<file path="config.mk">
export PLATFORM = sky130hd
export DESIGN_NAME = manchester_rx_framer_flat
export DESIGN_NICKNAME = d
export VERILOG_FILES = /design/src/rtl/manchester_rx_framer_pkg.sv /design/src/rtl/manchester_rx_framer_if.sv /design/src/rtl/manchester_rx_framer_decoder.sv /design/src/rtl/manchester_rx_framer.sv /design/src/flat_wrapper.sv
export SDC_FILE = /design/constraint.sdc
export NUM_CORES = 1
export LEC_CHECK = 0
export CORE_UTILIZATION = 64
export DETAILED_ROUTE_END_ITERATION = 6
export DONT_BUFFER_PORTS = 1
export GPL_TIMING_DRIVEN = 0
export PLACE_DENSITY = 0.8
export SETUP_SLACK_MARGIN = 0.05
export SLEW_MARGIN = 20
export SYNTH_ARGS = -nofsm -noshare
export SYNTH_HDL_FRONTEND = slang
export SYNTH_SLANG_ARGS = --single-unit
</file>
<file path="constraint.sdc">
create_clock -name clk108 -period 3.3 [get_ports clk108]
set_clock_uncertainty 0.05 [all_clocks]
set_input_delay 0.66 -clock clk108 [delete_from_list [all_inputs] [get_ports clk108]]
set_output_delay 0.66 -clock clk108 [all_outputs]
set_load 0.005 [all_outputs]
</file>
<file path="src/rtl/manchester_rx_framer_pkg.sv">
// Shared definitions for the Manchester byte link: sync word, line code and
// receive framer state encoding.
package manchester_pkg;

   localparam logic [23:0] SYNC_PATTERN = 24'hAAAAD5;
   localparam logic [1:0]  LC_ONE       = 2'b10;
   localparam logic [1:0]  LC_ZERO      = 2'b01;
   localparam int          SR_W         = 27;

   typedef enum logic [1:0] {
      ST_UNLOCKED = 2'd0,
      ST_HUNT     = 2'd1,
      ST_PAYLOAD  = 2'd2
   } rx_state_e;

   function automatic logic pair_bad(input logic [1:0] pair);
      return (pair != LC_ONE) && (pair != LC_ZERO);
   endfunction

   function automatic logic pair_bit(input logic [1:0] pair);
      return pair == LC_ONE;
   endfunction

endpackage

</file>
<file path="src/rtl/manchester_rx_framer_if.sv">
// Receive-side bundle: raw line words in, decoded bytes and framing status out.
interface manchester_rx_framer_if;

   logic [7:0] rx_word;
   logic       rx_valid;
   logic [7:0] byte_data;
   logic       byte_valid;
   logic       frame_start;
   logic       frame_end;
   logic       frame_err;
   logic       locked;
   logic       phase;

   modport master (
      output rx_word, rx_valid,
      input  byte_data, byte_valid, frame_start, frame_end, frame_err, locked, phase
   );

   modport slave (
      input  rx_word, rx_valid,
      output byte_data, byte_valid, frame_start, frame_end, frame_err, locked, phase
   );

endinterface

</file>
<file path="src/rtl/manchester_rx_framer_decoder.sv">
// Splits one 8-bit line word into four Manchester pairs for a fixed pair phase
// and returns the data bits (oldest in bit 3) plus a code-violation flag.
module manchester_decoder
   import manchester_pkg::*;
(
   input  logic [7:0] word,
   input  logic       prev_bit,
   input  logic       phase_sel,
   output logic [3:0] data,
   output logic       err
);

   logic [8:0] line;
   logic [1:0] pairs [4];

   assign line = {prev_bit, word};

   // NOTE: every output gets a default before the loop so no latch is inferred.
   always_comb begin
      data = '0;
      err  = 1'b0;
      for (int i = 0; i < 4; i++) begin
         pairs[i]  = phase_sel ? line[8-2*i -: 2] : line[7-2*i -: 2];
         data[3-i] = pair_bit(pairs[i]);
         err       = err | pair_bad(pairs[i]);
      end
   end

endmodule

</file>
<file path="src/rtl/manchester_rx_framer.sv">
// Manchester receive framer: locks pair phase, hunts for AA AA D5 and emits
// PAYLOAD_LEN decoded bytes per frame with start/end markers.
module manchester_rx_framer
   import manchester_pkg::*;
#(
   parameter int PAYLOAD_LEN      = 4,
   parameter int PHASE_LOCK_WORDS = 4
) (
   input  logic                   clk108,
   input  logic                   aresetn,
   manchester_rx_framer_if.slave  bus
);

   localparam logic [3:0] LOCK_CNT = 4'(PHASE_LOCK_WORDS);
   localparam logic [7:0] LAST_IDX = 8'(PAYLOAD_LEN - 1);

   rx_state_e       state;
   logic [SR_W-1:0] shreg;
   logic [SR_W-1:0] sr_next;
   logic            prev_w0;
   logic [3:0]      good0, good1, good0_next, good1_next;
   logic [2:0]      bit_cnt;
   logic [7:0]      byte_idx;

   logic [7:0]      byte_data_q;
   logic            byte_valid_q, frame_start_q, frame_end_q, frame_err_q;
   logic            locked_q, phase_q;

   logic [3:0]      dec0_data, dec1_data, act_data;
   logic            dec0_err, dec1_err, act_err, act_phase;
   logic            sync_hit;
   logic [1:0]      sync_k;
   logic [3:0]      bits_total;
   logic            byte_done;
   logic [7:0]      byte_val;

   manchester_decoder u_dec0 (
      .word     (bus.rx_word),
      .prev_bit (prev_w0),
      .phase_sel(1'b0),
      .data     (dec0_data),
      .err      (dec0_err)
   );

   manchester_decoder u_dec1 (
      .word     (bus.rx_word),
      .prev_bit (prev_w0),
      .phase_sel(1'b1),
      .data     (dec1_data),
      .err      (dec1_err)
   );

   // While unlocked, follow whichever phase has the longer clean run (phase 0 on tie).
   assign act_phase = (state == ST_UNLOCKED) ? (good1 > good0) : phase_q;
   assign act_data  = act_phase ? dec1_data : dec0_data;
   assign act_err   = act_phase ? dec1_err  : dec0_err;
   assign sr_next   = {shreg[SR_W-5:0], act_data};

   assign good0_next = dec0_err ? 4'd0 : (good0 == LOCK_CNT) ? good0 : good0 + 4'd1;
   assign good1_next = dec1_err ? 4'd0 : (good1 == LOCK_CNT) ? good1 : good1 + 4'd1;

   // Pending payload bits are the newest bit_cnt bits of the shift register.
   assign bits_total = {1'b0, bit_cnt} + 4'd4;
   assign byte_done  = bits_total[3];
   assign byte_val   = 8'(sr_next >> (bit_cnt - 3'd4));

   always_comb begin
      sync_hit = 1'b0;
      sync_k   = '0;
      for (int k = 0; k < 4; k++) begin
         if (sr_next[k +: 24] == SYNC_PATTERN) begin
            sync_hit = 1'b1;
            sync_k   = 2'(k);
         end
      end
   end

   // NOTE: all state here is sequential, so every assignment is non-blocking.
   always_ff @(posedge clk108 or negedge aresetn) begin
      if (!aresetn) begin
         state         <= ST_UNLOCKED;
         shreg         <= '0;
         prev_w0       <= 1'b0;
         good0         <= '0;
         good1         <= '0;
         bit_cnt       <= '0;
         byte_idx      <= '0;
         byte_data_q   <= '0;
         byte_valid_q  <= 1'b0;
         frame_start_q <= 1'b0;
         frame_end_q   <= 1'b0;
         frame_err_q   <= 1'b0;
         locked_q      <= 1'b0;
         phase_q       <= 1'b0;
      end else begin
         byte_valid_q  <= 1'b0;
         frame_start_q <= 1'b0;
         frame_end_q   <= 1'b0;
         frame_err_q   <= 1'b0;
         if (bus.rx_valid) begin
            prev_w0 <= bus.rx_word[0];
            shreg   <= sr_next;
            good0   <= good0_next;
            good1   <= good1_next;
            case (state)
               ST_UNLOCKED: begin
                  if (good0_next == LOCK_CNT) begin
                     locked_q <= 1'b1;
                     phase_q  <= 1'b0;
                     state    <= ST_HUNT;
                  end else if (good1_next == LOCK_CNT) begin
                     locked_q <= 1'b1;
                     phase_q  <= 1'b1;
                     state    <= ST_HUNT;
                  end
               end
               ST_HUNT: begin
                  if (act_err) begin
                     state    <= ST_UNLOCKED;
                     locked_q <= 1'b0;
                     phase_q  <= 1'b0;
                     good0    <= '0;
                     good1    <= '0;
                  end else if (sync_hit) begin
                     state    <= ST_PAYLOAD;
                     bit_cnt  <= {1'b0, sync_k};
                     byte_idx <= '0;
                  end
               end
               ST_PAYLOAD: begin
                  if (act_err) begin
                     frame_err_q <= 1'b1;
                     state       <= ST_UNLOCKED;
                     locked_q    <= 1'b0;
                     phase_q     <= 1'b0;
                     good0       <= '0;
                     good1       <= '0;
                  end else begin
                     bit_cnt <= bits_total[2:0];
                     if (byte_done) begin
                        byte_data_q   <= byte_val;
                        byte_valid_q  <= 1'b1;
                        frame_start_q <= (byte_idx == 8'd0);
                        frame_end_q   <= (byte_idx == LAST_IDX);
                        if (byte_idx == LAST_IDX) state <= ST_HUNT;
                        else byte_idx <= byte_idx + 8'd1;
                     end
                  end
               end
               default: state <= ST_UNLOCKED;
            endcase
         end
      end
   end

   assign bus.byte_data   = byte_data_q;
   assign bus.byte_valid  = byte_valid_q;
   assign bus.frame_start = frame_start_q;
   assign bus.frame_end   = frame_end_q;
   assign bus.frame_err   = frame_err_q;
   assign bus.locked      = locked_q;
   assign bus.phase       = phase_q;

endmodule

</file>
<file path="src/flat_wrapper.sv">
// flat-port wrapper written by rule: the top's interface ports become plain ports
module manchester_rx_framer_flat import manchester_pkg::*;
#(
   parameter int PAYLOAD_LEN      = 4,
   parameter int PHASE_LOCK_WORDS = 4
)
  (clk108, aresetn, bus_rx_word, bus_rx_valid, bus_byte_data, bus_byte_valid, bus_frame_start, bus_frame_end, bus_frame_err, bus_locked, bus_phase);
  manchester_rx_framer_if bus_i ();
  input  logic clk108;
  input  logic aresetn;
  input wire logic [$bits(bus_i.rx_word)-1:0] bus_rx_word;
  input wire logic [$bits(bus_i.rx_valid)-1:0] bus_rx_valid;
  output wire logic [$bits(bus_i.byte_data)-1:0] bus_byte_data;
  output wire logic [$bits(bus_i.byte_valid)-1:0] bus_byte_valid;
  output wire logic [$bits(bus_i.frame_start)-1:0] bus_frame_start;
  output wire logic [$bits(bus_i.frame_end)-1:0] bus_frame_end;
  output wire logic [$bits(bus_i.frame_err)-1:0] bus_frame_err;
  output wire logic [$bits(bus_i.locked)-1:0] bus_locked;
  output wire logic [$bits(bus_i.phase)-1:0] bus_phase;
  assign bus_i.rx_word = bus_rx_word;
  assign bus_i.rx_valid = bus_rx_valid;
  assign bus_byte_data = bus_i.byte_data;
  assign bus_byte_valid = bus_i.byte_valid;
  assign bus_frame_start = bus_i.frame_start;
  assign bus_frame_end = bus_i.frame_end;
  assign bus_frame_err = bus_i.frame_err;
  assign bus_locked = bus_i.locked;
  assign bus_phase = bus_i.phase;
  manchester_rx_framer #(.PAYLOAD_LEN(PAYLOAD_LEN), .PHASE_LOCK_WORDS(PHASE_LOCK_WORDS)) u_core (.clk108(clk108), .aresetn(aresetn), .bus(bus_i));
endmodule
</file>
==> metrics <==
outcome finished, final reports clean; design area 4070 um2; max cap viols 0; Tightest Pin Transition 585 ps; Cell Chain, Critical Path inv_2, ha_1, nand2_1, o21bai_4, a21oi_4, mux2_4, nor3_1, buf_2, mux2_2; Post-CTS Resized 0; Remaining Overflow, GRT 0; Crit path buffers/inverters 2; ant diodes 0; IO Pins 25; first-pass GRT wire length 13.4 mm; antenna-violating nets left 0; Vias/cell 6.53; clk slew on worst S/H paths 70 ps; Lkg Pwr 1.71 nW; net count after synthesis 373; dpl ws 307 ps; met3 Use GR 0.0488; min Tclk post-route 3040 ps; post-synthesis mux area share 0.166; Main synth FF type dfrtp_1; RSZ-0062 raised after global routing false; post-cts hold buffer count 1; TritonRoute pass-1 iters 4; Area growth, synth to finish 9.52%; Post-Synth XOR/XNOR Area 0.0188; CTS H-tree lvls 3; CP max stage delay 480 ps; # rows 27; final hold vios 0; post-DP HPWL 5.46 mm; commonest non-fill, non-tap cell in the layout dfrtp_1; synthesized area per cell 10.7 um2; Tcrit/Tclk final 0.921; Distinct cells, synth 66; final wirelength 7.91 mm; Wirelength per Cell 18.1 um; Fmax 329 MHz; nets 385; Non-Filler Instances 437; Ys Warns 0; DR vias 2,852; Placed Area 3810 um2; final hold slack 120 ps; FF+latch count, synth 59; total CTS buffers 9; Root Driver clkbuf_8; fraction of the mapped netlist area in adder cells 0.0471; busiest grt layer met2; post-synthesis sequential area ratio 0.397; setup ws final 261 ps; Max FO, Critical Path 10; layout cells sized above 1 0.184; port bufs 0; data required time of the critical path 3480 ps; area of the die 6120 um2; setup bufs post-CTS 0; routability cong. 0.893; Worst Path Arrival 3220 ps; initial antenna violation count 0; Clock Latency Late Sink 350 ps; VDD IR max 0.429 mV; slowest stage cell, crit path dfrtp_1; CTS tree done; Max clock buf depth 2; Post-synth EDFFs 0; core area 5540 um2; cell family with the largest share of critical-path delay multiplexers; Fin Setup TNS 0 ps; met1 Use GR 0.339; DRC viols 0; Crit. End Element register; post-synthesis compound-gate area fraction 0.154; async set-reset flop share out of synthesis 1.00; clk sinks 59; Slew Limit Fails 0; Rel. slew slack 0.610; 1st-iter DRT viols 203; Initial Util 0.671; startpoint class of the critical path register; power per cell area 678 nW/um2; Reg2Reg Depth 9; Post-Place Cells 420; critical path depth in cells 9; via count of the first global-routing pass 2,863; Die H 78.2 um; pin count of the biggest net entering global routing 60; critical setup path kind register to register; Mapped Cells 348; final number of setup-violating endpoints 0; simple-gate share of the synthesized area 0.172; leading cell types in the layout, fill and taps excluded dfrtp_1 (59), inv_1 (25), nor2_1 (25), mux2_2 (25), nand2_1 (15); largest family of logic cells by synthesized area simple AND/OR/NAND/NOR gates; Chip Width 78.2 um; met2 Use GR 0.491; Syn Std Cell Area 3720 um2; gr usage total 0.282; Hold Path Class input pin to async pin
## path summary, 6_finish.rpt
kind / startpoint / to / slack, ps
setup / recovery: u_core.good0[2] / u_core.bus.byte_data[3] / 260
hold / removal: aresetn / u_core.good0[2] / 120
setup reg to reg: u_core.good0[2] / u_core.bus.byte_data[3] / 260
hold reg to reg: u_core.bus.byte_data[5] / u_core.bus.byte_data[5] / 470
max in group asynchronous: aresetn / u_core.shreg[21] / 2820
min in group clk108: bus_rx_word[0] / u_core.prev_w0 / 430
## stage by stage
step	util	power, mW
floorplan	-	1.76
global placement	0.688	1.93
detailed placement	0.688	1.96
CTS	0.735	2.76
global route	0.735	2.91
finish	0.735	2.76
## area by class of cell
class	count	area, um2
Fill cell	392	1470
Buffer	13	66.3
Multi-Input combinational cell	249	2080
Inverter	27	101
Clock inverter	5	85.1
Tap cell	72	90.1
Timing Repair Buffer	1	27.5
Sequential cell	59	1480
Clock buffer	11	151
## state kept, by name, indices dropped and copies added (netlist names)
register                cells
u_core.state                2
u_core.good1                4
u_core.bus.frame_end        1
u_core.bus.frame_start      1
u_core.bus.phase            1
u_core.bus.byte_valid       1
u_core.bit_cnt              3
u_core.shreg               23
u_core.bus.byte_data        8
u_core.bus.locked           1
u_core.prev_w0              1
u_core.good0                4
u_core.bus.frame_err        1
u_core.byte_idx             8
## metal layers
layer | vias to the layer above | routed length, um
li1 | 1329 | -
met1 | 1444 | 3400
met2 | 63 | 4050
met3 | 16 | 315
met4 | 0 | 152
met5 | - | 0
## synthesized netlist by cell type (5+ instances only)
cell | number | share of area
nand2_1 | 15 | 0.015
nand3_1 | 12 | 0.016
nor2_1 | 25 | 0.025
nor3_1 | 9 | 0.012
dfrtp_1 | 59 | 0.40
mux2i_1 | 12 | 0.032
inv_1 | 25 | 0.025
clkbuf_1 | 7 | 0.0071
nor4bb_1 | 7 | 0.019
xor2_1 | 8 | 0.019
mux2_1 | 6 | 0.018
nand2b_1 | 5 | 0.0084
o2111ai_1 | 7 | 0.016
o211ai_2 | 6 | 0.020
and3_1 | 5 | 0.0084
o21ai_0 | 8 | 0.011
mux2_2 | 25 | 0.076
ha_1 | 14 | 0.047
a21oi_1 | 6 | 0.0081
## cell families after synthesis
| kind of cell | Yosys count |
|---|---|
| AND/OR/NAND/NOR | 111 |
| buffers and inverters | 40 |
| flip-flops | 59 |
| XOR/XNOR | 8 |
| adder cells (fa/ha/maj) | 14 |
| multiplexers | 50 |
| AO/OA/AOI/OAI | 66 |
## worst register-to-register path, stage by stage (launching register included)
cell	delay, ps
dfrtp_1	480
inv_2	70
ha_1	270
nand2_1	70
o21bai_4	180
a21oi_4	360
mux2_4	400
nor3_1	380
buf_2	300
mux2_2	350
## report_power, final
| part | switching, mW | leakage (nW) | internal, mW |
|---|---|---|---|
| clock network | 0.310 | 0.116 | 0.469 |
| registers | 0.214 | 0.737 | 0.899 |
| logic | 0.452 | 0.855 | 0.418 |
| total | 0.976 | 1.71 | 1.78 |
(Power assumes the default switching activity.)
